$ cat src/rtl/decode_pkg.sv
// decode_pkg: opcodes, type_o bit indices, decode record and opcode classifier for decode_stage
package decode_pkg;
   localparam logic [6:0] OP_R      = 7'b0110011;
   localparam logic [6:0] OP_I      = 7'b0010011;
   localparam logic [6:0] OP_LOAD   = 7'b0000011;
   localparam logic [6:0] OP_STORE  = 7'b0100011;
   localparam logic [6:0] OP_BRANCH = 7'b1100011;
   localparam logic [6:0] OP_JALR   = 7'b1100111;
   localparam logic [6:0] OP_JAL    = 7'b1101111;
   localparam logic [6:0] OP_LUI    = 7'b0110111;
   localparam logic [6:0] OP_AUIPC  = 7'b0010111;
   localparam logic [6:0] OP_FENCE  = 7'b0001111;
   localparam logic [6:0] OP_SYSTEM = 7'b1110011;

   localparam int T_R      = 0;
   localparam int T_I      = 1;
   localparam int T_LOAD   = 2;
   localparam int T_STORE  = 3;
   localparam int T_BRANCH = 4;
   localparam int T_JALR   = 5;
   localparam int T_JAL    = 6;
   localparam int T_LUI    = 7;
   localparam int T_AUIPC  = 8;
   localparam int T_FENCE  = 9;
   localparam int T_SYSTEM = 10;
   localparam int NTYPE    = 11;

   typedef struct packed {
      logic [NTYPE-1:0] typ;
      logic [4:0]       rd;
      logic [4:0]       rs1;
      logic [4:0]       rs2;
      logic [2:0]       funct3;
      logic             funct7b5;
      logic             illegal;
   } dec_t;

   // Every opcode ends in 2'b11, so a full 7-bit match also rejects compressed encodings
   function automatic logic [NTYPE-1:0] classify(input logic [6:0] op, input logic ext);
      logic [NTYPE-1:0] t;
      t           = '0;
      t[T_R]      = op == OP_R;
      t[T_I]      = op == OP_I;
      t[T_LOAD]   = op == OP_LOAD;
      t[T_STORE]  = op == OP_STORE;
      t[T_BRANCH] = op == OP_BRANCH;
      t[T_JALR]   = op == OP_JALR;
      t[T_JAL]    = op == OP_JAL;
      t[T_LUI]    = op == OP_LUI;
      t[T_AUIPC]  = ext && op == OP_AUIPC;
      t[T_FENCE]  = ext && op == OP_FENCE;
      t[T_SYSTEM] = ext && op == OP_SYSTEM;
      return t;
   endfunction
endpackage

$ cat src/rtl/imm_gen.sv
// imm_gen: sign-extended immediate for the decoded instruction class (zero when no immediate)
module imm_gen
   import decode_pkg::*;
#(
   parameter int XLEN = 32
) (
   input  logic [31:7]        instr,
   input  logic [T_AUIPC:T_I] typ,
   output logic [XLEN-1:0]    imm
);
   logic [31:0] i32;

   // Pick the format by class, then sign-extend the 32-bit value to XLEN
   always_comb begin
      i32 = (typ[T_I] | typ[T_LOAD] | typ[T_JALR]) ? {{20{instr[31]}}, instr[31:20]}
          : typ[T_STORE]  ? {{20{instr[31]}}, instr[31:25], instr[11:7]}
          : typ[T_BRANCH] ? {{19{instr[31]}}, instr[31], instr[7], instr[30:25], instr[11:8], 1'b0}
          : typ[T_JAL]    ? {{11{instr[31]}}, instr[31], instr[19:12], instr[20], instr[30:21], 1'b0}
          : (typ[T_LUI] | typ[T_AUIPC]) ? {instr[31:12], 12'b0}
          : '0;
      imm = XLEN'($signed(i32));
   end
endmodule

$ cat src/rtl/decode_stage.sv
// decode_stage: combinational RV32 decode into a DEPTH-entry FIFO; define DECODE_EXT_EN to decode AUIPC/FENCE/SYSTEM
module decode_stage
   import decode_pkg::*;
#(
   parameter int XLEN  = 32,
   parameter int DEPTH = 2,
   parameter int CNT_W = 16
) (
   input  logic             clk_i,
   input  logic             rst_ni,
   input  logic             flush_i,
   input  logic [31:0]      instr_i,
   input  logic             valid_i,
   output logic             ready_o,
   output logic             valid_o,
   input  logic             ready_i,
   output logic [NTYPE-1:0] type_o,
   output logic [4:0]       rd_o,
   output logic [4:0]       rs1_o,
   output logic [4:0]       rs2_o,
   output logic [2:0]       funct3_o,
   output logic             funct7b5_o,
   output logic [XLEN-1:0]  imm_o,
   output logic             illegal_o,
   output logic [CNT_W-1:0] ill_cnt_o
);
   localparam int AW = $clog2(DEPTH);
`ifdef DECODE_EXT_EN
   localparam logic EXT = 1'b1;
`else
   localparam logic EXT = 1'b0;
`endif

   dec_t            mem     [DEPTH];
   logic [XLEN-1:0] imm_mem [DEPTH];
   dec_t            dec;
   logic [XLEN-1:0] imm;
   logic [AW-1:0]   wr_ptr, rd_ptr;
   logic [AW:0]     cnt;
   logic            up, full, push, pop;

   // Decode the incoming word into the record that gets buffered
   always_comb begin
      dec.typ      = classify(instr_i[6:0], EXT);
      dec.rd       = instr_i[11:7];
      dec.rs1      = instr_i[19:15];
      dec.rs2      = instr_i[24:20];
      dec.funct3   = instr_i[14:12];
      dec.funct7b5 = instr_i[30];
      dec.illegal  = ~|dec.typ;
   end

   imm_gen #(.XLEN(XLEN)) u_imm_gen (
      .instr(instr_i[31:7]),
      .typ  (dec.typ[T_AUIPC:T_I]),
      .imm  (imm)
   );

   // up keeps ready_o low until the first edge after reset release
   assign full    = cnt == (AW+1)'(DEPTH);
   assign ready_o = up && !full;
   assign valid_o = cnt != '0;
   assign push    = valid_i && ready_o && !flush_i;
   assign pop     = valid_o && ready_i && !flush_i;

   // Pointer/occupancy control; flush beats push/pop but leaves the illegal counter alone
   always_ff @(posedge clk_i or negedge rst_ni) begin
      if (!rst_ni) begin
         up        <= 1'b0;
         wr_ptr    <= '0;
         rd_ptr    <= '0;
         cnt       <= '0;
         ill_cnt_o <= '0;
      end else begin
         up <= 1'b1;
         if (flush_i) begin
            wr_ptr <= '0;
            rd_ptr <= '0;
            cnt    <= '0;
         end else begin
            wr_ptr <= wr_ptr + AW'(push);
            rd_ptr <= rd_ptr + AW'(pop);
            cnt    <= cnt + (AW+1)'(push) - (AW+1)'(pop);
         end
         if (push && dec.illegal && !(&ill_cnt_o)) ill_cnt_o <= ill_cnt_o + CNT_W'(1);
      end
   end

   // Entry storage needs no reset; occupancy alone qualifies it
   always_ff @(posedge clk_i) begin
      if (push) begin
         mem[wr_ptr]     <= dec;
         imm_mem[wr_ptr] <= imm;
      end
   end

   assign type_o     = mem[rd_ptr].typ;
   assign rd_o       = mem[rd_ptr].rd;
   assign rs1_o      = mem[rd_ptr].rs1;
   assign rs2_o      = mem[rd_ptr].rs2;
   assign funct3_o   = mem[rd_ptr].funct3;
   assign funct7b5_o = mem[rd_ptr].funct7b5;
   assign illegal_o  = mem[rd_ptr].illegal;
   assign imm_o      = imm_mem[rd_ptr];
endmodule
$ cat config.mk
export PLATFORM = sky130hd
export DESIGN_NAME = decode_stage
export DESIGN_NICKNAME = d
export VERILOG_FILES = /design/src/rtl/decode_pkg.sv /design/src/rtl/imm_gen.sv /design/src/rtl/decode_stage.sv
export SDC_FILE = /design/constraint.sdc
export NUM_CORES = 1
export LEC_CHECK = 0
export BUFFER_PORTS_ARGS = -buffer_cell sky130_fd_sc_hd__buf_2
export CORE_ASPECT_RATIO = 0.6
export CORE_MARGIN = 10
export CORE_UTILIZATION = 50
export CTS_CLUSTER_DIAMETER = 60
export DETAILED_ROUTE_END_ITERATION = 7
export HOLD_SLACK_MARGIN = 0.08
export PLACE_DENSITY_LB_ADDON = 0.12
export SETUP_SLACK_MARGIN = 0.05
export SKIP_CTS_REPAIR_TIMING = 1
export SLEW_MARGIN = 20
export SYNTH_ARGS = -nofsm -noshare
export SYNTH_HDL_FRONTEND = slang
export SYNTH_SLANG_ARGS = --single-unit
$ cat constraint.sdc
create_clock -name clk_i -period 2.5 [get_ports clk_i]
set_input_delay 0.375 -clock clk_i [delete_from_list [all_inputs] [get_ports clk_i]]
set_output_delay 0.375 -clock clk_i [all_outputs]
set_load 0.01 [all_outputs]
==> flow_results.org <==
** Run status
- The flow ran to the end, and the final reports show no timing, DRC or antenna violations.

** Synth
- Fraction of the yosys area taken by sequential cells :: 0.677
- Yosys attributes the largest share of cell area to sky130_fd_sc_hd__edfxtp_1 (59%), sky130_fd_sc_hd__mux2_2 (11%), sky130_fd_sc_hd__dfrtp_1 (8.6%), sky130_fd_sc_hd__xor2_1 (2.0%), sky130_fd_sc_hd__nand2_1 (1.9%).
- Cell with the most instances after synthesis :: sky130_fd_sc_hd__edfxtp_1
- Summed over all instances, the cell type with the most area after synthesis is sky130_fd_sc_hd__edfxtp_1.
- Synthesis produced a netlist whose cell count is a little over 400.
- Mean Syn Cell Area :: 15.1 sq um
- Most used flip-flop cell after synthesis :: sky130_fd_sc_hd__edfxtp_1
- Share of synthesized flip-flops with an asynchronous set or reset :: 0.149
- Yosys warning total :: 0
- The share of synthesized area in the top cell type comes to 0.590.
- The mapped netlist covers 6100 sq um.
- Post-synth EDFFs :: 120
- Cell types with the highest counts after synthesis :: sky130_fd_sc_hd__edfxtp_1 (120), sky130_fd_sc_hd__mux2_2 (60), sky130_fd_sc_hd__nand2_1 (31)
- Count of state elements after synthesis :: 141
- Counting distinct cell types in the post-synthesis netlist gives 50.

** Setup path
- Sort of element at the start of the critical path :: flop
- STA classifies the critical path endpoint as an output pin.
- Slack of the worst reg-to-reg path :: 610 ps
- Delay contributed by the slowest stage of the critical path :: 680 ps
- The largest individual stage delay along the critical path comes from the cell sky130_fd_sc_hd__dfrtp_2.
- Cells along the critical path :: buf_12, mux2_2, buf_2
- CP max FO :: 27
- Required time at the worst-slack endpoint :: 2120 ps
- Data on the critical path arrives at its endpoint at 1900 ps.
- By startpoint and endpoint, the worst setup path is classified as reg2out.

** Power and ir drop
- Dividing total power by cell area gives a power density of 796 nW/um^2.
- Leakage power figure :: 0.00289 uW
- IR analysis of the VDD net gives a maximum drop of 0.517 mV.

** Layout
- Final non-filler cell total :: 708
- Of the cells placed in the final design, the portion with a size suffix greater than 1 is 0.436.
- The final layout contains 572 nets.
- Area growth from synthesis to final layout :: 23.4%
- Number of antenna cells inserted :: 0

** CTS
- TritonCTS built the clock tree.
- TritonCTS Buffers :: 17
- For this design, the sink count on the clock tree is about 140.
- No sink is reached through more buffers than the 2 on the longest clock path.
- The later pin in the worst-skew pair is clocked with a latency of 410 ps.
- The H-tree was split into 4 levels.
- Clock-pin slew was measured on the worst setup and hold paths at 60 ps.
- Clock root buffer :: sky130_fd_sc_hd__clkbuf_16

** Global route
- Total overflow reported by the global router :: 0
- Global-route usage over all layers :: 0.158
- Number of antenna violations at the first check in global routing :: 0
- Pin count of the biggest net entering global routing :: 40
- First-pass GRT wire length :: 21400 microns
- The via count of the first global-routing pass was 3941.

** STA
- For the final database, setup skew stands at 9.29 ps.
- Period utilisation layout :: 0.908
- The worst pin sits at a relative slew slack of 0.514.
- Shortest period the worst path allows :: 2270 ps
- Setup violations remaining at the end of the flow were counted as 0.
- Maximum operating frequency :: ~0.44 GHz
- The final-report max-slew violation count was 0.
- Number of endpoints with negative hold slack in the final report :: 0
- Setup repair after global routing left no endpoint under its margin.
- The tightest hold path in the finished design has a slack of 169 ps.
- Pin slew with the least headroom to its limit :: 722 ps

** Run
- Max capacitance violation total :: 0

** Routing
- Routed Antenna Nets :: 0
- In the detailed route, the total length drawn on met2 is 5880 microns.
- After detailed routing, the number of vias per cell comes to 5.35.
- For this block, the routed nets add up to 13400 microns of wire.
- For this run, design rule violations remaining after detail routing come to 0.
- Top layer in use :: met4
- The first detailed-routing pass took 4 iterations.
- The detailed router put a total of 6530 microns of wire on met1.
- After the first detailed-routing iteration, the DRC count stood at 243.
- The detailed router placed 3786 vias in this run.
- Met3 Routed Length :: 927 microns
- Average wire length per cell after detail routing :: 19.0 microns

** Placed design
- Placed instance count :: 675
- Input and output buffers added on the ports amount to ~110.
- Routability-driven placement finished with a final weighted congestion of 0.873.
- Post-DP HPWL :: 9280 microns

** Floorplanning
- Die area :: 17200 sq um
- IO Count :: 118
- From left edge to right edge, the die measures roughly 160 microns.
- Core Area :: 12000 sq um
- The floorplan has 31 rows.
- The initial utilization of the core area, before any placement, comes to 0.509.
- The die is 106 microns tall.

** Min path
- Class of the worst hold path :: in2reg
## worst paths after layout
kind	start	cells after the start	to
min	instr_i[19]	1	mem[0][14]
min reg2reg	ill_cnt_o[7]	1	ill_cnt_o[7]
max reg2reg	ill_cnt_o[0]	6	ill_cnt_o[1]
max	rd_ptr	3	imm_o[25]
max in group asynchronous	rst_ni	2	rd_ptr
min in group asynchronous	rst_ni	2	up
## worst max-delay path: cells and delay by family, from the launching register on
family / cells / cell delay [ps]
buf+inv: 2 / 410
flops: 1 / 680
mux: 1 / 380
## layer usage
metal | vias up | global-route usage
li1 | 1761 | -
met4 | 0 | 0.0545
met2 | 123 | 0.225
met5 | - | 0
met1 | 1894 | 0.221
met3 | 8 | 0.0524
## flip-flops by register name (all words and copies together) (netlist names)
| name | flops |
|---|---|
| wr_ptr | 1 |
| imm_mem | 64 |
| up | 1 |
| mem | 56 |
| rd_ptr | 1 |
| ill_cnt_o | 16 |
| cnt | 2 |
## cell type report
| cell class | count | area [sq um] |
|---|---|---|
| multi-input cells | 237 | 1830 |
| clock inverters | 15 | 198 |
| flip-flops and latches | 141 | 4130 |
| inverters | 8 | 30.0 |
| well taps | 165 | 206 |
| fillers | 926 | 4460 |
| repair buffers | 125 | 706 |
| clock buffers | 17 | 425 |
## power by group
| part | leakage [uW] | internal [uW] | switching (uW) |
|---|---|---|---|
| sequential | 0.00131 | 2640 | 77.8 |
| combinational | 0.00128 | 296 | 345 |
| clock | 0.000300 | 1670 | 968 |
| total | 0.00289 | 4600 | 1390 |
## metrics by stage
| stage | setup slack (ps) | total power, uW | setup TNS [ps] | utilization | instance area, sq um |
|---|---|---|---|---|---|
| final | 230 | 5990 | 0 | 0.628 | 7530 |
| after global routing | 140 | 6230 | 0 | 0.628 | 7530 |
| after CTS | 203 | 6050 | 0 | 0.627 | 7520 |
| after detailed placement | 452 | 3410 | 0 | 0.575 | 6900 |
| after global placement | 560 | 3400 | 0 | 0.575 | 6900 |
| after floorplan | -283 | 3130 | -34010 | - | 6110 |
## cells in the final DEF (no fill, tap or decap), types with 4 or more instances in the layout
master | netlist | layout
sky130_fd_sc_hd__nand3_1 | 7 | 7
sky130_fd_sc_hd__nor3_1 | 12 | 12
sky130_fd_sc_hd__dfrtp_1 | 21 | 20
sky130_fd_sc_hd__conb_1 | 2 | 4
sky130_fd_sc_hd__nand2_1 | 31 | 31
sky130_fd_sc_hd__a21oi_1 | 12 | 12
sky130_fd_sc_hd__inv_1 | 7 | 7
sky130_fd_sc_hd__clkbuf_16 | 0 | 17
sky130_fd_sc_hd__mux2_2 | 60 | 60
sky130_fd_sc_hd__buf_2 | 3 | 114
sky130_fd_sc_hd__xor2_1 | 14 | 14
sky130_fd_sc_hd__mux2i_1 | 5 | 5
sky130_fd_sc_hd__clkinv_4 | 0 | 5
sky130_fd_sc_hd__nand4_1 | 8 | 8
sky130_fd_sc_hd__o21ai_1 | 5 | 5
sky130_fd_sc_hd__bufinv_16 | 0 | 4
sky130_fd_sc_hd__buf_12 | 0 | 4
sky130_fd_sc_hd__xnor2_1 | 4 | 4
sky130_fd_sc_hd__nor4_2 | 4 | 4
sky130_fd_sc_hd__o21ai_0 | 8 | 8
sky130_fd_sc_hd__edfxtp_1 | 120 | 120
sky130_fd_sc_hd__and2_1 | 12 | 12
sky130_fd_sc_hd__nor2_1 | 14 | 14
sky130_fd_sc_hd__buf_4 | 6 | 6
## kinds of logic (layout without fill, tap and decap cells)
kind of cell             Yosys count  in the layout  synth area share
flip-flops                       141            141             0.677
AND/OR/NAND/NOR                  109            109             0.105
multiplexers                      66             66             0.121
AO/OA/AOI/OAI                     35             35            0.0346
buffers and inverters             29            165            0.0250
XOR/XNOR                          18             18            0.0258
adder cells (fa/ha/maj)            5              5            0.0103
other                              2              4           0.00123
No activity file was read; power rests on OpenSTA's default activity.
